## config.mk

```make
export PLATFORM = sky130hd
export DESIGN_NAME = ling_add_seq
export DESIGN_NICKNAME = d
export VERILOG_FILES = /design/src/rtl/ling_add_seq.sv
export SDC_FILE = /design/constraint.sdc
export NUM_CORES = 1
export LEC_CHECK = 0
export BUFFER_PORTS_ARGS = -buffer_cell sky130_fd_sc_hd__buf_2
export CORE_MARGIN = 3
export CORE_UTILIZATION = 59
export CTS_CLUSTER_SIZE = 20
export DETAILED_ROUTE_END_ITERATION = 10
export PLACE_DENSITY = 0.88
export SYNTH_ARGS = -nofsm -noshare
export SYNTH_HDL_FRONTEND = slang
export SYNTH_SLANG_ARGS = --single-unit
```

## constraint.sdc

```tcl
create_clock -name clk -period 7.56 [get_ports clk]
set_clock_uncertainty 0.05 [all_clocks]
set_input_delay 0 -clock clk [delete_from_list [all_inputs] [get_ports clk]]
set_output_delay 0 -clock clk [all_outputs]
set_load 0.02 [all_outputs]
```

## src/rtl/ling_add_seq.sv

```systemverilog
// ling_add_seq: WIDTH-bit add/subtract sequenced through a single SLICE-bit Ling lookahead slice,
// least-significant slice first, with the inter-slice carry held in a register.
module ling_add_seq #(
  parameter int WIDTH = 64,
  parameter int SLICE = 16
) (
  input  logic             clk,
  input  logic             rst_n,
  input  logic             in_valid,
  output logic             in_ready,
  input  logic [WIDTH-1:0] a,
  input  logic [WIDTH-1:0] b,
  input  logic             cin,
  input  logic             sub,
  output logic             out_valid,
  input  logic             out_ready,
  output logic [WIDTH-1:0] sum,
  output logic             cout,
  output logic             ovf,
  output logic             busy
);
  localparam int NSLICE = WIDTH / SLICE;
  localparam int NG = SLICE / 4;
  localparam int IW = NSLICE > 1 ? $clog2(NSLICE) : 1;
  typedef enum logic [1:0] {IDLE, RUN, DONE} state_t;
  state_t r_state, w_next;
  logic [IW-1:0] r_idx;
  logic [WIDTH-1:0] r_opa, r_opb, r_sum;
  logic r_carry, r_cout, r_ovf;
  logic [SLICE-1:0] w_a, w_b, w_g, w_t, w_s;
  logic [NG-1:0] w_gg, w_gp;
  logic [NG:0] w_gc;
  logic w_last;
  assign w_a = r_opa[r_idx*SLICE +: SLICE];
  assign w_b = r_opb[r_idx*SLICE +: SLICE];
  assign w_last = r_idx == IW'(NSLICE - 1);
  // Group generate in Ling form: t3 & (g3 | t2(g2 | t1(g1 | t0 g0))); carries into groups by section lookahead.
  always_comb begin
    logic acc, prod, c, h;
    w_g = w_a & w_b;
    w_t = w_a | w_b;
    w_gg = '0;
    w_gp = '0;
    w_gc = '0;
    w_s = '0;
    for (int j = 0; j < NG; j++) begin
      w_gp[j] = &w_t[4*j +: 4];
      w_gg[j] = w_t[4*j+3] & (w_g[4*j+3] | w_t[4*j+2] & (w_g[4*j+2] | w_t[4*j+1] & (w_g[4*j+1] | w_t[4*j] & w_g[4*j])));
    end
    w_gc[0] = r_carry;
    for (int j = 1; j <= NG; j++) begin
      acc = 1'b0;
      prod = 1'b1;
      for (int k = j - 1; k >= 0; k--) begin
        acc = acc | (prod & w_gg[k]);
        prod = prod & w_gp[k];
      end
      w_gc[j] = acc | (prod & r_carry);
    end
    for (int j = 0; j < NG; j++) begin
      c = w_gc[j];
      for (int i = 0; i < 4; i++) begin
        w_s[4*j+i] = w_a[4*j+i] ^ w_b[4*j+i] ^ c;
        h = w_g[4*j+i] | c;
        c = w_t[4*j+i] & h;
      end
    end
  end
  always_ff @(posedge clk or negedge rst_n)
    if (!rst_n) r_state <= IDLE;
    else r_state <= w_next;
  always_comb begin
    w_next = r_state;
    if (r_state == IDLE && in_valid) w_next = RUN;
    else if (r_state == RUN && w_last) w_next = DONE;
    else if (r_state == DONE && out_ready) w_next = IDLE;
  end
  always_ff @(posedge clk or negedge rst_n)
    if (!rst_n) begin
      r_idx <= '0;
      r_carry <= 1'b0;
      r_opa <= '0;
      r_opb <= '0;
      r_sum <= '0;
      r_cout <= 1'b0;
      r_ovf <= 1'b0;
    end else if (r_state == IDLE) begin
      if (in_valid) begin
        r_opa <= a;
        r_opb <= sub ? ~b : b;
        r_carry <= sub | cin;
        r_idx <= '0;
      end
    end else if (r_state == RUN) begin
      r_sum[r_idx*SLICE +: SLICE] <= w_s;
      r_carry <= w_gc[NG];
      r_idx <= r_idx + 1'b1;
      if (w_last) begin
        r_cout <= w_gc[NG];
        r_ovf <= (r_opa[WIDTH-1] == r_opb[WIDTH-1]) & (w_s[SLICE-1] != r_opa[WIDTH-1]);
      end
    end
  assign sum = r_sum;
  assign cout = r_cout;
  assign ovf = r_ovf;
  assign in_ready = r_state == IDLE;
  assign out_valid = r_state == DONE;
  assign busy = r_state == RUN || r_state == DONE;
endmodule
```

# == Word-level counts from Yosys, hierarchy flattened ==
# Cells that the tools add are included.
# totals
reg_bits,199
input_bits,134
output_inout_bits,69
wordCells,162
# classes
addsub,2
eq_ne,6
shift,4
n_mux,11
bitwise_logic,116
n_reduce_logical,15
# ops
cell,count
64-bit by 7-bit variable part select with 16-bit output,2
64-bit bitwise mux,1
64-bit 2-to-1 mux,1
64-bit NOT,1
"16-bit by 34-bit variable shift with 64-bit output, first input constant",1
16-bit by 34-bit variable part select with 64-bit output,1
1-bit bitwise AND,45
1-bit OR,35
6-bit negator with 34-bit output,1
1-bit bitwise XOR,32
16-bit bitwise AND,1
16-bit OR,1
4-bit AND reduction,4
2-bit 2-to-1 mux,6
2-bit AND reduction,3
"2-bit equality test, second input constant",2
1-bit logical AND,3
1-bit 2-to-1 mux,3
3-bit AND reduction,1
3-bit nonzero test,1
"2-bit by 1-bit adder with 2-bit output, second input constant",1
"2-bit by 1-bit equality test with 1-bit output, second input constant",1
2-bit logical NOT,1
"2-bit inequality test, second input constant",1
5 further kinds,5

# == Depth between registers and ports, before layout ==
# Gate-level depths: netlist of run 1.
# depth
word_depth,22
ltp_mapped,17
mapped_depth_nobuf,15

# == Least setup slack after synthesis of run 1 ==
# No wires, ideal clock.
# synth_timing
path_kind,reg2reg
from,reg r_idx[0]
to,"reg r_ovf, in the netlist ovf"
setup_ps,82
arrival_ps,3993
required_ps,7428
path_slack_ps,3435
path_stages_with_launch,17
path_buffers,2
synth_period_minus_slack_ps,4125
cell_sequence,dfrtp_1 > buf_6 > buf_4 > mux4_2 > ha_1 > or2_0 > a221oi_1 > o2bb2ai_1 > a31o_2 > fa_1 > inv_1 > fa_1 > inv_1 > fa_1 > xnor2_1 > or3_1 > a31oi_1
# synth_via
elab_chain_len,22
word_cells_on_any_way,48
classes_between,2 x eq/ne; 2 x shift; 40 x bitwise; 4 x reduce/logical
# synth_lines
item,line_no,text
start: declaration,27,logic [IW-1:0] r_idx;
start signal: assignment,97,r_idx <= r_idx + 1'b1;
"64-bit by 7-bit variable part select with 16-bit output, on equally long branches","34, 35",
16-bit OR or 16-bit bitwise AND (tied branches),"41, 40",
1-bit bitwise AND,48,w_gg[j] = w_t[4*j+3] & (w_g[4*j+3] | w_t[4*j+2] & (w_g[4*j+2] | w_t[4*j+1] & (w_g[4*j+1] | w_t[4*j] & w_g[4*j] ...
1-bit OR,48,
1-bit bitwise AND,48,
1-bit OR,48,
1-bit bitwise AND,48,
1-bit OR,48,
(+6 left out),--,
1-bit bitwise AND,65,c = w_t[4*j+i] & h;
1-bit OR,64,h = w_g[4*j+i] | c;
1-bit bitwise AND,65,
1-bit OR,64,
1-bit bitwise AND,65,
1-bit bitwise XOR,63,w_s[4*j+i] = w_a[4*j+i] ^ w_b[4*j+i] ^ c;
1-bit inequality test,100,r_ovf <= (r_opa[WIDTH-1] == r_opb[WIDTH-1]) & (w_s[SLICE-1] != r_opa[WIDTH-1]);
1-bit bitwise AND,100,
end signal: assignment,100,
end: declaration,29,"logic r_carry, r_cout, r_ovf;"
# Several ways; a longest one is shown, not always the timed one.
# A chain may end at the register's enable or synchronous reset.

# == Final worst setup path of run 1 ==
# Ends and elaborated chain as after synthesis.

==> metrics.md, run 1 <==
| Metric | Value |
|---|---|
| Synth async-reset ratio | `100%` |
| Mean Syn Cell Area | `12.0 sq um` |
| Number of global-route vias before repair | `8347` |
| Syn Std Cell Area | `9720 sq um` |
| Routed vias | `7872` |
| CP delay by family, top | `adder cells` |
| Initial Util | `60.8%` |
| Most used cell, CP | `fa_1` |
| Final Hold Vio Count | `0` |
| Met3 Usage GRT | `7.80%` |
| Total die area | `18100 sq um` |
| Largest net degree at the start of global routing | `121` |
| Critical Path Fanout Max | `31` |
| Worst reg2reg path depth | `15` |
| Post-synthesis sequential element count | `199` |
| Worst path required time | `7.87 ns` |
| Reg area | `4980 sq um` |
| Cells after DPL | `1186` |
| CP Data Arrival Time | `5.18 ns` |
| Initial detailed-routing violation count | `594` |
| RSZ-0062 raised after global routing | `no` |
| Share of Yosys cell area claimed by the top area cell type | `51.2%` |
| Global-route track usage on met1 | `39.8%` |
| Largest cells by area after synthesis | `dfrtp_1, mux2_2, mux4_2` |
| Element type at the critical path end | `register` |
| Hold path depth | `4` |
| Cell Count, Final, Fillers Out | `1356` |
| Gr usage total | `34.7%` |
| Row count | `46` |
| Core Area | `16000 sq um` |
| Fin crit period | `4.87 ns` |
| Met2 global-route usage | `59.8%` |
| Number of routed nets with antenna violations | `0` |
| Multi-input logic area | `4350 sq um` |
| Worst-case clock buffer depth | `2` |
| Syn nets | `995` |
| LEAKAGE | `6.02 nW` |
| Worst slew margin | `32.5%` |
| Global-route wire length before repair | `46800 um` |
| Area delta synth->final | `30.7%` |
| Critical-path cell list | `buf_4 -> mux4_2 -> ha_1 -> or2_0 -> a221oi_1 -> o2bb2ai_1 -> a31o_2 -> fa_1 -> inv_1 -> fa_1 -> inv_1 -> fa_1 -> xnor2_1 -> or3_1 -> a31oi_1` |
| Worst Setup Start Kind | `register` |
| Setup TNS | `0 ns` |
| Seq/Total Area, Yosys | `51.2%` |
| Kind of critical path | `register to register` |
| DPL Wire Length | `16900 um` |
| Final period utilization | `64.4%` |
| DRC | `0` |
| H-Tree Depth | `4` |
| Share of cells above drive strength 1 | `32.4%` |
| Routability cong. | `0.830` |
| Top Usage Layer GRT | `met2` |
| Synthesis warning total | `0` |
| FMAX | `205 MHz` |
| Clock slew at reported path FFs | `0.08 ns` |
| Num CTS Buffers | `17` |
| Vias per inst | `5.81` |
| Top cells by count, synth | `dfrtp_1, nand2_1, o21ai_0` |
| # hold bufs at CTS | `131` |
| Mapped Cells | `809` |
| Status | `finished clean` |
| Post-CTS Setup Repair Bufs | `0` |
| Worst VDD drop | `0.290 mV` |
| Slowest CP cell | `dfrtp_2` |
| Largest incremental delay on the critical path | `0.65 ns` |
| Tot Pwr | `5.97 mW` |
| First-pass DRT Iterations | `6` |
| Tightest Pin Transition | `1.01 ns` |
| Port bufs | `202` |
| Util after Layout | `79.4%` |
| Clock Sinks | `199` |
| Max cap viols | `0` |
| Number of max-slew violations in the final report | `0` |
| Top_reg_cell synth | `dfrtp_1` |
| Root Buffer | `clkbuf_16` |
| Nets | `1306` |
| Post-Layout Inst Area | `12700 sq um` |
| Placed Area | `10800 sq um` |
| Remaining global-route overflow | `0` |
| Top-count cell post-synth | `dfrtp_1` |
| Post-cts repair resize count | `0` |
| Leading area contributor after synthesis | `dfrtp_1` |
| Filler cells | `883` |
| Crit. path cell count | `15` |
| Worst skew pair latency | `0.45 ns` |
| Die height | `134 um` |
| Routed Wire Length | `30200 um` |
| # setup viols final | `0` |
| Top Ports | `203` |
| Die X-Extent | `134 um` |
| Worst hold path class | `primary input to register` |
| CTS tree | `done` |
| Yosys cell types | `38` |
| Number of flops mapped to enable cells by yosys | `0` |
| CP bufs+invs | `3` |
| Drt wl/cell | `22.3 um` |
| Pwr/cell area | `470 nW/um^2` |
| Antenna violations before repair | `6` |
report_power, final:
| group | internal [mW] | switching (mW) |
|---|---|---|
| sequential | 1.55 | 0.377 |
| combinational | 1.25 | 1.92 |
| clock | 0.439 | 0.433 |
| total | 3.23 | 2.73 |
sequential cells by signal, indices dropped and copies added, names as in the netlist:
name / cells
r_opa: 64
sum: 64
cout: 1
r_idx: 2
r_state: 2
r_carry: 1
ovf: 1
r_opb: 64
cells by family after synthesis:
| kind of cell | Yosys count | share of synthesized area, % |
|---|---|---|
| xor+xnor | 68 | 6.13 |
| simple gates | 156 | 6.83 |
| mux | 97 | 14.9 |
| buf+inv | 90 | 4.11 |
| flops | 199 | 51.2 |
| compound gates | 147 | 9.14 |
| fa+ha+maj | 52 | 7.62 |
worst min-delay path, cell delays in order:
cell	delay (ns)
buf_2	0.12
nand2_4	0.17
nand2_1	0.11
o21ai_0	0.07
final cells by class:
class	instances	share of cell area [%]
clock buffers	18	3.46
repair buffers	337	18.6
diodes	7	0.138
clock inverters	14	0.896
multi-input cells	520	34.2
inverters	45	1.33
flip-flops and latches	199	39.2
well taps	216	2.13
metal layers:
layer  up-vias  part of all wire (%)
met2       504                    51
met3       159                   7.7
met1      3828                    35
met4         0                   6.3
met5         -                     0
li1       3381                     -
cell usage in the layout (no fill, tap or decap), types with 3 or more instances in the layout:
master	n
a21oi_1	3
a22o_1	12
a31o_2	3
buf_2	200
buf_4	5
clkbuf_16	17
clkinvlp_4	3
dfrtp_1	197
diode_2	7
dlygate4sd3_1	131
fa_1	12
ha_1	40
inv_1	45
inv_6	7
mux2_2	65
mux4_2	32
nand2_1	121
nand3_1	5
nor2_1	9
nor3_1	3
nor4_1	4
o21ai_0	101
o21ai_2	20
xnor2_1	65
xor2_1	3
path summary, 6_finish.rpt:
| kind | from | end | slack (ns) |
|---|---|---|---|
| worst max-delay path | r_idx[0]$_DFFE_PN0P_ | ovf$_DFFE_PN0P_ | 2.69 |
| worst min-delay path | in_valid | r_opb[12]$_DFFE_PN0P_ | 0.009 |
| max in group asynchronous | rst_n | r_idx[1]$_DFFE_PN0P_ | 5.66 |
| worst max register to register | r_idx[0]$_DFFE_PN0P_ | ovf$_DFFE_PN0P_ | 2.69 |
| min in group asynchronous | rst_n | sum[52]$_DFFE_PN0P_ | 0.20 |
| worst min register to register | sum[49]$_DFFE_PN0P_ | sum[49]$_DFFE_PN0P_ | 0.43 |
metrics by stage:
step / worst slack [ns] / hold slack (ns)
after floorplan: 3.44 / -0.346
after global placement: 2.87 / 0.150
after detailed placement: 2.76 / 0.147
after CTS: 2.72 / 0.00779
after global routing: 2.31 / 0.0475
final: 2.69 / 0.00901
Note: power is estimated with default switching activity, not from simulation.
==> run 2: changes to the inputs <==
CORE_UTILIZATION = 50   (was 59)
PLACE_DENSITY = 0.8   (was 0.88)
clock period = 4.11 ns   (was 7.56 ns; I/O delays follow)
==> run 2 against run 1 <==
Fmax rose by 23%. Via count shrank 3.5%. Critical endpoint unchanged. Global-route usage fell by 7.4 points. Highest routed layer unchanged. Core utilization shrank 11 points. First-iteration DRC count is 7.2% higher. Worst hold slack improved by 0.028 ns. Register-to-register slack worse by 2.5 ns.
==> metrics.md, run 2 (synthesis results as in run 1) <==
| Metric | Value |
|---|---|
| Most frequent cells in the layout | `buf_2, dfrtp_1, dlygate4sd3_1, nand2_1, o21ai_0 (unchanged)` |
| Sequential cell fraction of total power | `31.1% (was 32.2%)` |
| Final period utilization | `96.0% (was 64.4%)` |
| CP delay by family, top | `adder cells (unchanged)` |
| Internal Dissipation | `6.26 mW (was 3.23 mW)` |
| Die X-Extent | `145 um (was 134 um)` |
| FMAX | `254 MHz (was 205 MHz)` |
| Post-Layout Inst Area | `12900 sq um (was 12700 sq um)` |
| Element type at the critical path end | `register (unchanged)` |
| Most common cell after layout, fill and taps aside | `buf_2 (unchanged)` |
| Tightest Pin Transition | `0.993 ns (was 1.01 ns)` |
| Dpl ws | `0.0148 ns (was 2.76 ns)` |
| Status | `finished clean (unchanged)` |
| Clock network power share | `15.6% (was 14.6%)` |
| DRC | `0 (unchanged)` |
| Top Ports | `203 (unchanged)` |
| LEAKAGE | `6.10 nW (was 6.02 nW)` |
| Worst Setup Start Kind | `register (unchanged)` |
| Worst reg2reg path depth | `17 (was 15)` |
| Final Hold Vio Count | `0 (unchanged)` |
| Global-route wire length before repair | `44700 um (was 46800 um)` |
| Worst VDD drop | `0.474 mV (was 0.290 mV)` |
| P_sw | `4.91 mW (was 2.73 mW)` |
| Number of max-slew violations in the final report | `0 (unchanged)` |
| Largest incremental delay on the critical path | `0.54 ns (was 0.65 ns)` |
| Initial detailed-routing violation count | `637 (was 594)` |
| Worst hold path class | `primary input to register (unchanged)` |
| Nets | `1313 (was 1306)` |
| Sw Ratio | `44.0% (was 45.8%)` |
| Clock Sinks | `199 (unchanged)` |
| Hold path depth | `4 (unchanged)` |
| Hold Path Origin | `cin (was in_valid)` |
| Number of global-route vias before repair | `7960 (was 8347)` |
| Clock slew at reported path FFs | `0.07 ns (was 0.08 ns)` |
| CTS tree | `done (unchanged)` |
| Max cap viols | `0 (unchanged)` |
| Num CTS Buffers | `17 (unchanged)` |
| Port bufs | `202 (unchanged)` |
| Worst path required time | `4.42 ns (was 7.87 ns)` |
| CP bufs+invs | `6 (was 3)` |
| Kind of critical path | `register to register (unchanged)` |
| Drt wl/cell | `20.2 um (was 22.3 um)` |
| Worst skew pair latency | `0.44 ns (was 0.45 ns)` |
| Placed Area | `11000 sq um (was 10800 sq um)` |
| Flop-to-flop setup slack | `0.17 ns (was 2.69 ns)` |
| Gr usage total | `27.4% (was 34.7%)` |
| Routability cong. | `0.838 (was 0.830)` |
| Final worst slack | `0.166 ns (was 2.69 ns)` |
| Die height | `145 um (was 134 um)` |
| Routed vias | `7593 (was 7872)` |
| FF-to-FF Start | `r_idx[0]$_DFFE_PN0P_ (unchanged)` |
| Total die area | `21100 sq um (was 18100 sq um)` |
| Remaining global-route overflow | `0 (unchanged)` |
| Filler cells | `1342 (was 883)` |
| Most used cell, CP | `inv_1 (was fa_1)` |
| Fin crit period | `3.94 ns (was 4.87 ns)` |
| Initial Util | `51.5% (was 60.8%)` |
| Critical R2R Capture | `ovf$_DFFE_PN0P_ (unchanged)` |
| # setup viols final | `0 (unchanged)` |
| H-Tree Depth | `4 (unchanged)` |
| Core Area | `18900 sq um (was 16000 sq um)` |
| DPL Wire Length | `17400 um (was 16900 um)` |
| Setup crit start | `r_idx[0]$_DFFE_PN0P_ (unchanged)` |
| Share of cells above drive strength 1 | `33.3% (was 32.4%)` |
| CP Data Arrival Time | `4.26 ns (was 5.18 ns)` |
| Routed Wire Length | `28400 um (was 30200 um)` |
| Number of routed nets with antenna violations | `0 (unchanged)` |
| Root Buffer | `clkbuf_16 (unchanged)` |
| Util after Layout | `68.4% (was 79.4%)` |
| Critical Path Fanout Max | `9 (was 31)` |
| Antenna violations before repair | `3 (was 6)` |
| Hold path endpoint | `r_carry$_DFFE_PN0P_ (was r_opb[12]$_DFFE_PN0P_)` |
| Vias per inst | `5.42 (was 5.81)` |
| Worst-case clock buffer depth | `2 (unchanged)` |
| First-pass DRT Iterations | `5 (was 6)` |
| Critical-path cell list | `buf_12 -> buf_6 -> mux4_2 -> inv_1 -> ha_1 -> inv_1 -> a21oi_2 -> o2bb2ai_2 -> a31o_2 -> fa_1 -> inv_1 -> fa_1 -> inv_1 -> fa_1 -> xnor2_1 -> or3_1 -> a31oi_1 (was buf_4 -> mux4_2 -> ha_1 -> or2_0 -> a221oi_1 -> o2bb2ai_1 -> a31o_2 -> fa_1 -> inv_1 -> fa_1 -> inv_1 -> fa_1 -> xnor2_1 -> or3_1 -> a31oi_1)` |
| Tot Pwr | `11.2 mW (was 5.97 mW)` |
| Worst slew margin | `33.8% (was 32.5%)` |
| Row count | `50 (was 46)` |
| Area delta synth->final | `32.9% (was 30.7%)` |
| Slowest CP cell | `mux4_2 (was dfrtp_2)` |
| Comb pwr share | `53.4% (was 53.2%)` |
| Largest net degree at the start of global routing | `124 (was 121)` |
| Pwr/cell area | `865 nW/um^2 (was 470 nW/um^2)` |
| Hold slack final | `0.0367 ns (was 0.00901 ns)` |
[run 2: layout make-up]
class                      count  area [sq um]  area share [%]
clock inverter                11           149            1.15
sequential                   199          4980            38.6
inverter                      45           169            1.31
timing repair buffer         344          2460            19.0
antenna                        4          10.0          0.0775
clock buffer                  19           453            3.51
multi-input combinational    520          4370            33.8
tap                          260           325            2.52
[run 2: worst max-delay path by stage]
stage                     slack (ns)  depth (start not counted)         endpoint
after floorplan                 0.03                         16  ovf$_DFFE_PN0P_
after global placement          0.11                         16  ovf$_DFFE_PN0P_
after detailed placement        0.01                         16  ovf$_DFFE_PN0P_
after CTS                       0.12                         16  ovf$_DFFE_PN0P_
after global routing           -0.03                         17  ovf$_DFFE_PN0P_
final                           0.17                         17  ovf$_DFFE_PN0P_
[run 2: timing repair]
action	in CTS	in global routing
buffers inserted	1	0
resized for setup	0	9
pin swaps	0	1
hold buffers	130	0
endpoints found under the hold margin	252	0
setup endpoints to repair	1	3
[run 2: routing by layer]
metal	vias to the layer above	global-route usage, %	share of wire, %
li1	3387	-	-
met1	3783	34.9	40
met2	355	46.4	51
met3	68	5.39	6.3
met4	0	11.0	3.4
met5	-	0	0
[run 2: worst reg2reg max path, cell delays in order, from the launching register on]
cell       delay [ns]
dfrtp_2          0.39
buf_12           0.15
buf_6            0.16
mux4_2           0.54
inv_1            0.13
ha_1             0.19
inv_1            0.07
a21oi_2          0.17
o2bb2ai_2        0.10
a31o_2           0.28
fa_1             0.37
inv_1            0.08
fa_1             0.16
inv_1            0.05
fa_1             0.37
xnor2_1          0.14
or3_1            0.31
a31oi_1          0.16
[run 2: power by group through the flow]
stage	Clock [mW]	Combinational, mW	Sequential [mW]
4_1_cts	1.75	5.84	3.41
3_5_place_dp	0	5.65	3.46
2_1_floorplan	0	3.68	3.48
5_1_grt	1.84	6.49	3.54
6_report	1.74	5.96	3.47
3_3_place_gp	0	5.44	3.43
[run 2: metrics by stage]
stage	cells	setup TNS [ns]
floorplan	809	0
global placement	1237	0
CTS	1398	0
finish	1402	0
global route	1402	-0.0328
detailed placement	1237	0
